**src/rtl/mux_pkg.sv**
```systemverilog
// Shared state encoding for the two-requester arbiter.
package mux_pkg;

  localparam logic [1:0] IDLE = 2'b00;
  localparam logic [1:0] OWN0 = 2'b01;
  localparam logic [1:0] OWN1 = 2'b10;

  localparam int unsigned HOLD_W = 8;

  // Ownership state for a given side (0 -> OWN0, 1 -> OWN1).
  function automatic logic [1:0] own_state(input logic side);
    return side ? OWN1 : OWN0;
  endfunction

endpackage

```
**src/rtl/mux2.sv**
```systemverilog
// Single-bit 2:1 multiplexer.
module mux2 (
  input  logic select,
  input  logic in0,
  input  logic in1,
  output logic out
);

  assign out = select ? in1 : in0;

endmodule

```
**src/rtl/mux2_arbiter.sv**
```systemverilog
// Two-requester round-robin arbiter driving a registered 2:1 data mux.
// Define MUX2_ARB_TIMEOUT_EN to compile in hold-limit preemption after MAX_HOLD grant cycles.
module mux2_arbiter
  import mux_pkg::*;
#(
  parameter int unsigned WIDTH    = 1,
  parameter int unsigned MAX_HOLD = 8
) (
  input  logic             clk,
  input  logic             reset,
  input  logic             req0,
  input  logic             req1,
  input  logic [WIDTH-1:0] in0,
  input  logic [WIDTH-1:0] in1,
  output logic             gnt0,
  output logic             gnt1,
  output logic             select,
  output logic [WIDTH-1:0] out,
  output logic             out_valid
);

  if (MAX_HOLD < 2 || MAX_HOLD > 255) begin : g_bad_max_hold
    $error("mux2_arbiter: MAX_HOLD must be within 2..255");
  end

  logic [1:0] state_q, state_d;
  logic       select_q, select_d;
  logic       last_q, last_d;
  logic       entry;

`ifdef MUX2_ARB_TIMEOUT_EN
  localparam logic [HOLD_W-1:0] HoldMax = HOLD_W'(MAX_HOLD - 1);

  logic [HOLD_W-1:0] hold_q, hold_d;
  logic              hold_sat;

  assign hold_sat = (hold_q == HoldMax);
`endif

  always_comb begin
    state_d = state_q;
    unique case (state_q)
      IDLE: begin
        if (req0 && req1) begin
          state_d = own_state(~last_q);
        end else if (req0) begin
          state_d = OWN0;
        end else if (req1) begin
          state_d = OWN1;
        end
      end
      OWN0: begin
        if (!req0) begin
          state_d = req1 ? OWN1 : IDLE;
        end
`ifdef MUX2_ARB_TIMEOUT_EN
        else if (req1 && hold_sat) begin
          state_d = OWN1;
        end
`endif
      end
      OWN1: begin
        if (!req1) begin
          state_d = req0 ? OWN0 : IDLE;
        end
`ifdef MUX2_ARB_TIMEOUT_EN
        else if (req0 && hold_sat) begin
          state_d = OWN0;
        end
`endif
      end
      default: state_d = IDLE;
    endcase
  end

  // A new owner (from IDLE or a direct handover) latches select and last_served.
  assign entry    = (state_d != state_q) && (state_d != IDLE);
  assign select_d = entry ? (state_d == OWN1) : select_q;
  assign last_d   = entry ? (state_d == OWN1) : last_q;

`ifdef MUX2_ARB_TIMEOUT_EN
  always_comb begin
    hold_d = hold_q;
    if (entry) begin
      hold_d = '0;
    end else if (state_q != IDLE && !hold_sat) begin
      hold_d = hold_q + 1'b1;
    end
  end

  always_ff @(posedge clk or posedge reset) begin
    if (reset) begin
      hold_q <= '0;
    end else begin
      hold_q <= hold_d;
    end
  end
`endif

  // last_served resets to 1 so requester 0 wins the first tie.
  always_ff @(posedge clk or posedge reset) begin
    if (reset) begin
      state_q  <= IDLE;
      select_q <= 1'b0;
      last_q   <= 1'b1;
    end else begin
      state_q  <= state_d;
      select_q <= select_d;
      last_q   <= last_d;
    end
  end

  assign gnt0      = (state_q == OWN0);
  assign gnt1      = (state_q == OWN1);
  assign out_valid = gnt0 | gnt1;
  assign select    = select_q;

  for (genvar i = 0; i < WIDTH; i++) begin : g_bit
    mux2 u_mux2 (
      .select (select_q),
      .in0    (in0[i]),
      .in1    (in1[i]),
      .out    (out[i])
    );
  end

endmodule

```
**config.mk**
```make
export PLATFORM = sky130hd
export DESIGN_NAME = mux2_arbiter
export DESIGN_NICKNAME = d
export VERILOG_FILES = /design/src/rtl/mux_pkg.sv /design/src/rtl/mux2.sv /design/src/rtl/mux2_arbiter.sv
export SDC_FILE = /design/constraint.sdc
export NUM_CORES = 1
export LEC_CHECK = 0
export BUFFER_PORTS_ARGS = -buffer_cell sky130_fd_sc_hd__buf_2
export CELL_PAD_IN_SITES_DETAIL_PLACEMENT = 1
export CELL_PAD_IN_SITES_GLOBAL_PLACEMENT = 2
export CORE_MARGIN = 2
export CORE_UTILIZATION = 25
export DETAILED_ROUTE_END_ITERATION = 10
export GPL_TIMING_DRIVEN = 0
export PLACE_DENSITY_LB_ADDON = 0.1
export RECOVER_POWER = 50
export SYNTH_ARGS = -nofsm -noshare
export SYNTH_HDL_FRONTEND = slang
export SYNTH_SLANG_ARGS = --single-unit
```
**constraint.sdc**
```tcl
create_clock -name clk -period 1.7 [get_ports clk]
set_input_delay 0 -clock clk [delete_from_list [all_inputs] [get_ports clk]]
set_output_delay 0 -clock clk [all_outputs]
set_load 0.02 [all_outputs]
```
==> results of run 1 <==
cells by family after synthesis:
family          synth area share, %
compound gates                 30.9
fa+ha+maj                      14.5
buf+inv                        5.46
mux                            3.27
simple gates                   16.4
flops                          29.5
worst max-delay path, cell delays in order, from the launching register on:
cell and delay, ns:
dfrtp_2 0.44, inv_4 0.10, ha_4 0.15, nand2_1 0.08
a21o_1 0.24, a31oi_4 0.21, a21boi_4 0.20, o21ai_1 0.07
synthesized netlist by cell type:
| library cell | instances | area, sq um |
|---|---|---|
| a21boi_2 | 1 | 11.3 |
| a21o_1 | 2 | 15.0 |
| a21o_2 | 1 | 8.76 |
| a21oi_1 | 1 | 5.00 |
| a31oi_1 | 3 | 18.8 |
| a31oi_4 | 1 | 21.3 |
| and2_1 | 1 | 6.26 |
| and3b_1 | 1 | 8.76 |
| dfrtp_1 | 3 | 75.1 |
| dfstp_2 | 1 | 26.3 |
| ha_1 | 4 | 50.1 |
| inv_1 | 5 | 18.8 |
| mux2_2 | 1 | 11.3 |
| nand2_1 | 5 | 18.8 |
| nand3_1 | 2 | 10.0 |
| nand4_1 | 1 | 6.26 |
| nor2b_1 | 1 | 6.26 |
| o2111a_1 | 1 | 11.3 |
| o21ai_0 | 1 | 5.00 |
| o21ai_1 | 2 | 10.0 |
metal layers:
layer  up-vias  global-route usage (%)
li1        177                       -
met5         -                       0
met2         7                    25.4
met1       167                    13.4
met4         0                    4.84
met3         0                    3.26
registers in the layout, indices dropped and copies added (netlist names):
signal / flops
last_q: 1
select: 1
state_q: 2
how the worst max path moves through the flow:
stage | slack (ns) | depth (start not counted) | end
after global routing | -0.001 | 7 | select
after CTS | 0.008 | 7 | select
final | 0.08 | 7 | select
after floorplan | 0.04 | 7 | select
after global placement | -0.01 | 7 | select
after detailed placement | -0.04 | 7 | last_q
timing repair:
action                     in CTS  in global routing
setup endpoints to repair       2                  3
setup buffers                   2                  2
resized for setup               3                 12
hold buffers                    1                  0
pin swaps                       1                  3
hold endpoints to repair        4                  0
per-stage QoR:
stage          area, sq um  worst slack [ns]  utilization [%]
3_5_place_dp           413           -0.0390             31.7
6_report               536            0.0809             41.2
5_1_grt                536         -0.000956             41.2
3_3_place_gp           413           -0.0131             31.7
4_1_cts                469           0.00764             36.1
2_1_floorplan          344            0.0448                -
power groups by stage:
stage	sequential (uW)	combinational [uW]	clock, uW
final	217	706	126
after global placement	202	508	0
after floorplan	207	385	0
after CTS	206	580	134
after detailed placement	204	523	0
after global routing	226	767	143
area by class of cell:
type	count	share of cell area (%)
tap	15	3.50
clock buffer	4	4.91
timing repair buffer	15	16.6
inverter	5	4.44
sequential	4	19.4
multi-input combinational	29	51.2
==> metrics, run 1 <==
clock latency on the worst-skew pair 0.23 ns; GRT Overall Usage 13.2%; max layer used met3; CP startpoint state_q[1]; hold path start req1; LEAKAGE 0.000237 uW; Via Count 351; number of synthesized register bits 4; placer congestion estimate 0.692; syn avg cell area 9.05 sq um; worst min-delay path endpoint state_q[0]; number of routed nets with antenna violations 0; setup TNS 0 ns; Reg area 104 sq um; Reg clk slew, reported paths 0.04 ns; Power Total 1050 uW; CTS Sinks 4; area of the core 0.00130 sq mm; Pre-Repair DR Iteration Count 2; die area 0.00169 sq mm; status finished, final reports clean; Slew headroom 82.3%; commonest cells after routing, fill and taps aside buf_2 (9), nand2_1 (5), buf_4 (4), inv_1 (3), clkbuf_4 (3); Flop pwr share 20.7%; Die W 41.1 um; DP Wirelength 726 um; Power Dens Cells 1960 mW/mm^2; total net switching power 470 uW; Finished Layout Cells 72; Worst setup SP type flip-flop; share of cells above drive strength 1 54.4%; min Tclk post-route 1.62 ns; Register-to-Register Path Depth 7; Hold Path Class in -> reg; crit path kind reg -> reg; WHS Path Cells 3; Syn Nets 48; Final period util 95.2%; clock skew 0.00525 ns; Yosys Warn Count 0; sequential fraction of the synthesis area 29.5%; H-tree Lvls 1; worst path required time 1.81 ns; multi-input logic area 274 sq um; Sw Share 44.8%; n_diodes 0; largest net degree at the start of global routing 8; Fillers 163; WL/cell 13.8 um; synthesized instance count 38; Internal Power 579 uW; max-cap violations 0; hold slack 0.175 ns; Root Buffer clkbuf_4; achievable frequency 0.618 GHz; Cells after DPL 63; mapped cell area 344 sq um; post-synthesis cell type count 20; Slew @ Worst Pin 0.264 ns; first-pass GRT wire length 1440 um; worst r2r src state_q[1]; setup violators final 0; cts bufs inserted 3; Fin. Hold Viols 0; reg-to-reg endpoint select; Port Buffers 10; grt ovf 0; nets 68; Worst Path Arrival 1.73 ns; DR iter-0 viols 6; Final Max Tran Viols 0; Rows 13; Clock power frac 12.0%; metal3 WL 42 um; vias per cell 4.88; Routed WL 990 um; CTS tree built; initial antenna violation count 0; # IOs 11; P&R area growth vs syn 55.6%; Met2 Wirelength 553 um; Die H 41.1 um; vias in the first global route 336; r2r setup slk 0.08 ns; most common cell after layout, fill and taps aside buf_2; Comb power frac 67.3%; WL met1 393 um; Max Root-Sink Buffers 2; crit path capture type flip-flop; Initial Util 26.4%; Max VDD drop 533 uV; DR DRC count 0; worst-path fanout max 5
(Power assumes the default switching activity.)
==> inputs of run 2 (changes only) <==
--- a/config.mk
+++ b/config.mk
@@ -9,7 +9,7 @@
 export CELL_PAD_IN_SITES_DETAIL_PLACEMENT = 1
 export CELL_PAD_IN_SITES_GLOBAL_PLACEMENT = 2
 export CORE_MARGIN = 2
-export CORE_UTILIZATION = 25
+export CORE_UTILIZATION = 26
 export DETAILED_ROUTE_END_ITERATION = 10
 export GPL_TIMING_DRIVEN = 0
 export PLACE_DENSITY_LB_ADDON = 0.1
==> run 2 against run 1 <==
  * Global-route usage up 0.73 points
  * Count of clock-buffer cells in the layout stayed put
  * Die area shrank 3.5%
  * Maximum frequency is 1.4% lower
  * Sequential cell count unchanged
  * Non-clock buffer count did not move
  * Via count increased by 0.28%
==> metrics, run 2 (same netlist as run 1, synthesis figures left out) <==
Slew headroom 83.2% (was 82.3%); DR iter-0 viols 3 (was 6); Via Count 352 (was 351); Pre-Repair DR Iteration Count 3 (was 2); # IOs 11 (unchanged); pre-CTS setup slack -0.0706 ns (was -0.0390 ns); Hold Path Class in -> reg (unchanged); WL/cell 13.9 um (was 13.8 um); most common cell after layout, fill and taps aside buf_2 (unchanged); commonest cells after routing, fill and taps aside buf_2 (8), nand2_1 (5), buf_4 (4) (was buf_2 (9), nand2_1 (5), buf_4 (4), inv_1 (3), clkbuf_4 (3)); area of the core 0.00127 sq mm (was 0.00130 sq mm); vias in the first global route 362 (was 336); Reg clk slew, reported paths 0.04 ns (about the same); min Tclk post-route 1.64 ns (was 1.62 ns); GRT Overall Usage 13.9% (was 13.2%); die area 0.00163 sq mm (was 0.00169 sq mm); DR DRC count 0 (unchanged); worst path required time 1.81 ns (about the same); Initial Util 27.1% (was 26.4%); Worst setup SP type flip-flop (unchanged); vias per cell 4.89 (was 4.88); largest net degree at the start of global routing 8 (unchanged); Final period util 96.6% (was 95.2%); n_diodes 0 (unchanged); P&R area growth vs syn 46.9% (was 55.6%); Final Max Tran Viols 0 (unchanged); number of routed nets with antenna violations 0 (unchanged); Routed WL 1000 um (was 990 um); setup violators final 0 (unchanged); final core occ 39.8% (was 41.2%); setup TNS 0 ns (unchanged); Power Total 1000 uW (was 1050 uW); Worst Path Arrival 1.75 ns (was 1.73 ns); Port Buffers 10 (unchanged); share of cells above drive strength 1 45.6% (was 54.4%); crit path capture type flip-flop (unchanged); initial antenna violation count 0 (unchanged); CTS tree built (unchanged); Fin. Hold Viols 0 (unchanged); LEAKAGE 0.000230 uW (was 0.000237 uW); clock latency on the worst-skew pair 0.23 ns (about the same); crit path kind reg -> reg (unchanged); max-cap violations 0 (unchanged); Power Dens Cells 1980 mW/mm^2 (was 1960 mW/mm^2); CTS Sinks 4 (unchanged); Max Root-Sink Buffers 2 (unchanged); Largest register FFs 2 (unchanged); Root Buffer clkbuf_4 (unchanged); Max VDD drop 725 uV (was 533 uV); status finished, final reports clean (unchanged); clock skew 0.00663 ns (was 0.00525 ns); Die W 40.4 um (was 41.1 um); cts bufs inserted 3 (unchanged); Slew @ Worst Pin 0.254 ns (was 0.264 ns); Rows 13 (unchanged); H-tree Lvls 1 (unchanged); worst-path fanout max 4 (was 5); nets 68 (unchanged); achievable frequency 0.609 GHz (was 0.618 GHz); Biggest register state_q (unchanged); first-pass GRT wire length 1500 um (was 1440 um); fin worst setup slack 0.0584 ns (was 0.0809 ns); placer congestion estimate 0.699 (was 0.692); grt ovf 0 (unchanged); Die H 40.4 um (was 41.1 um)
-- run 2: changes by cell type in the layout (fill, tap and decap cells not counted), moves of 2 or more --
cell     delta
a31oi_2     -2
inv_4       -2
inv_2       +2
a31oi_1     +2
-- run 2: path summary, 6_finish.rpt --
check	start	end	slack [ns]	depth (start not counted)
setup / recovery	state_q[1]	select	0.06	7
hold / removal	req1	state_q[0]	0.17	3
setup reg to reg	state_q[1]	select	0.06	7
hold reg to reg	last_q	last_q	0.48	2
max in group asynchronous	reset	last_q	1.28	3
min in group asynchronous	reset	state_q[0]	0.19	3
-- run 2: layout make-up --
type / count / area [sq um]
Timing Repair Buffer: 15 / 87.6
Fill cell: 150 / 763
Inverter: 5 / 18.8
Clock buffer: 4 / 26.3
Multi-Input combinational cell: 29 / 251
Sequential cell: 4 / 103
Tap cell: 15 / 18.8
-- run 2: critical path, cell delays in order, from the launching register on --
cell and delay (ns):
dfrtp_2 0.43, inv_2 0.13, ha_4 0.17, nand2_1 0.08, a21o_1 0.22, a31oi_4 0.20, a21boi_2 0.22, o21ai_1 0.08
-- run 2: per-layer routing --
layer | global-route usage (%) | share of wire, %
met1 | 15.0 | 37
met2 | 27.0 | 59
met3 | 1.67 | 3.6
met4 | 5.00 | 0
met5 | 0 | 0
-- run 2: report_power, final --
| part | total, uW | switching [uW] | internal (uW) |
|---|---|---|---|
| clock network | 125 | 36.7 | 87.9 |
| registers | 200 | 45.3 | 154 |
| logic | 679 | 372 | 306 |
-- run 2: what timing repair did --
| action | CTS | global route |
|---|---|---|
| hold endpoints to repair | 4 | 0 |
| resized for setup | 4 | 4 |
| buffers inserted | 2 | 2 |
| hold buffers | 1 | 0 |
| setup endpoints to repair | 2 | 2 |
| pin swaps | 1 | 1 |
-- run 2: through the flow --
| step | cell area [sq um] | instances | hold WS [ns] |
|---|---|---|---|
| final | 505 | 72 | 0.166 |
| after global routing | 505 | 72 | 0.176 |
| after detailed placement | 413 | 63 | -0.115 |
| after floorplan | 344 | 38 | -0.235 |
| after global placement | 413 | 63 | -0.120 |
| after CTS | 470 | 70 | 0.159 |
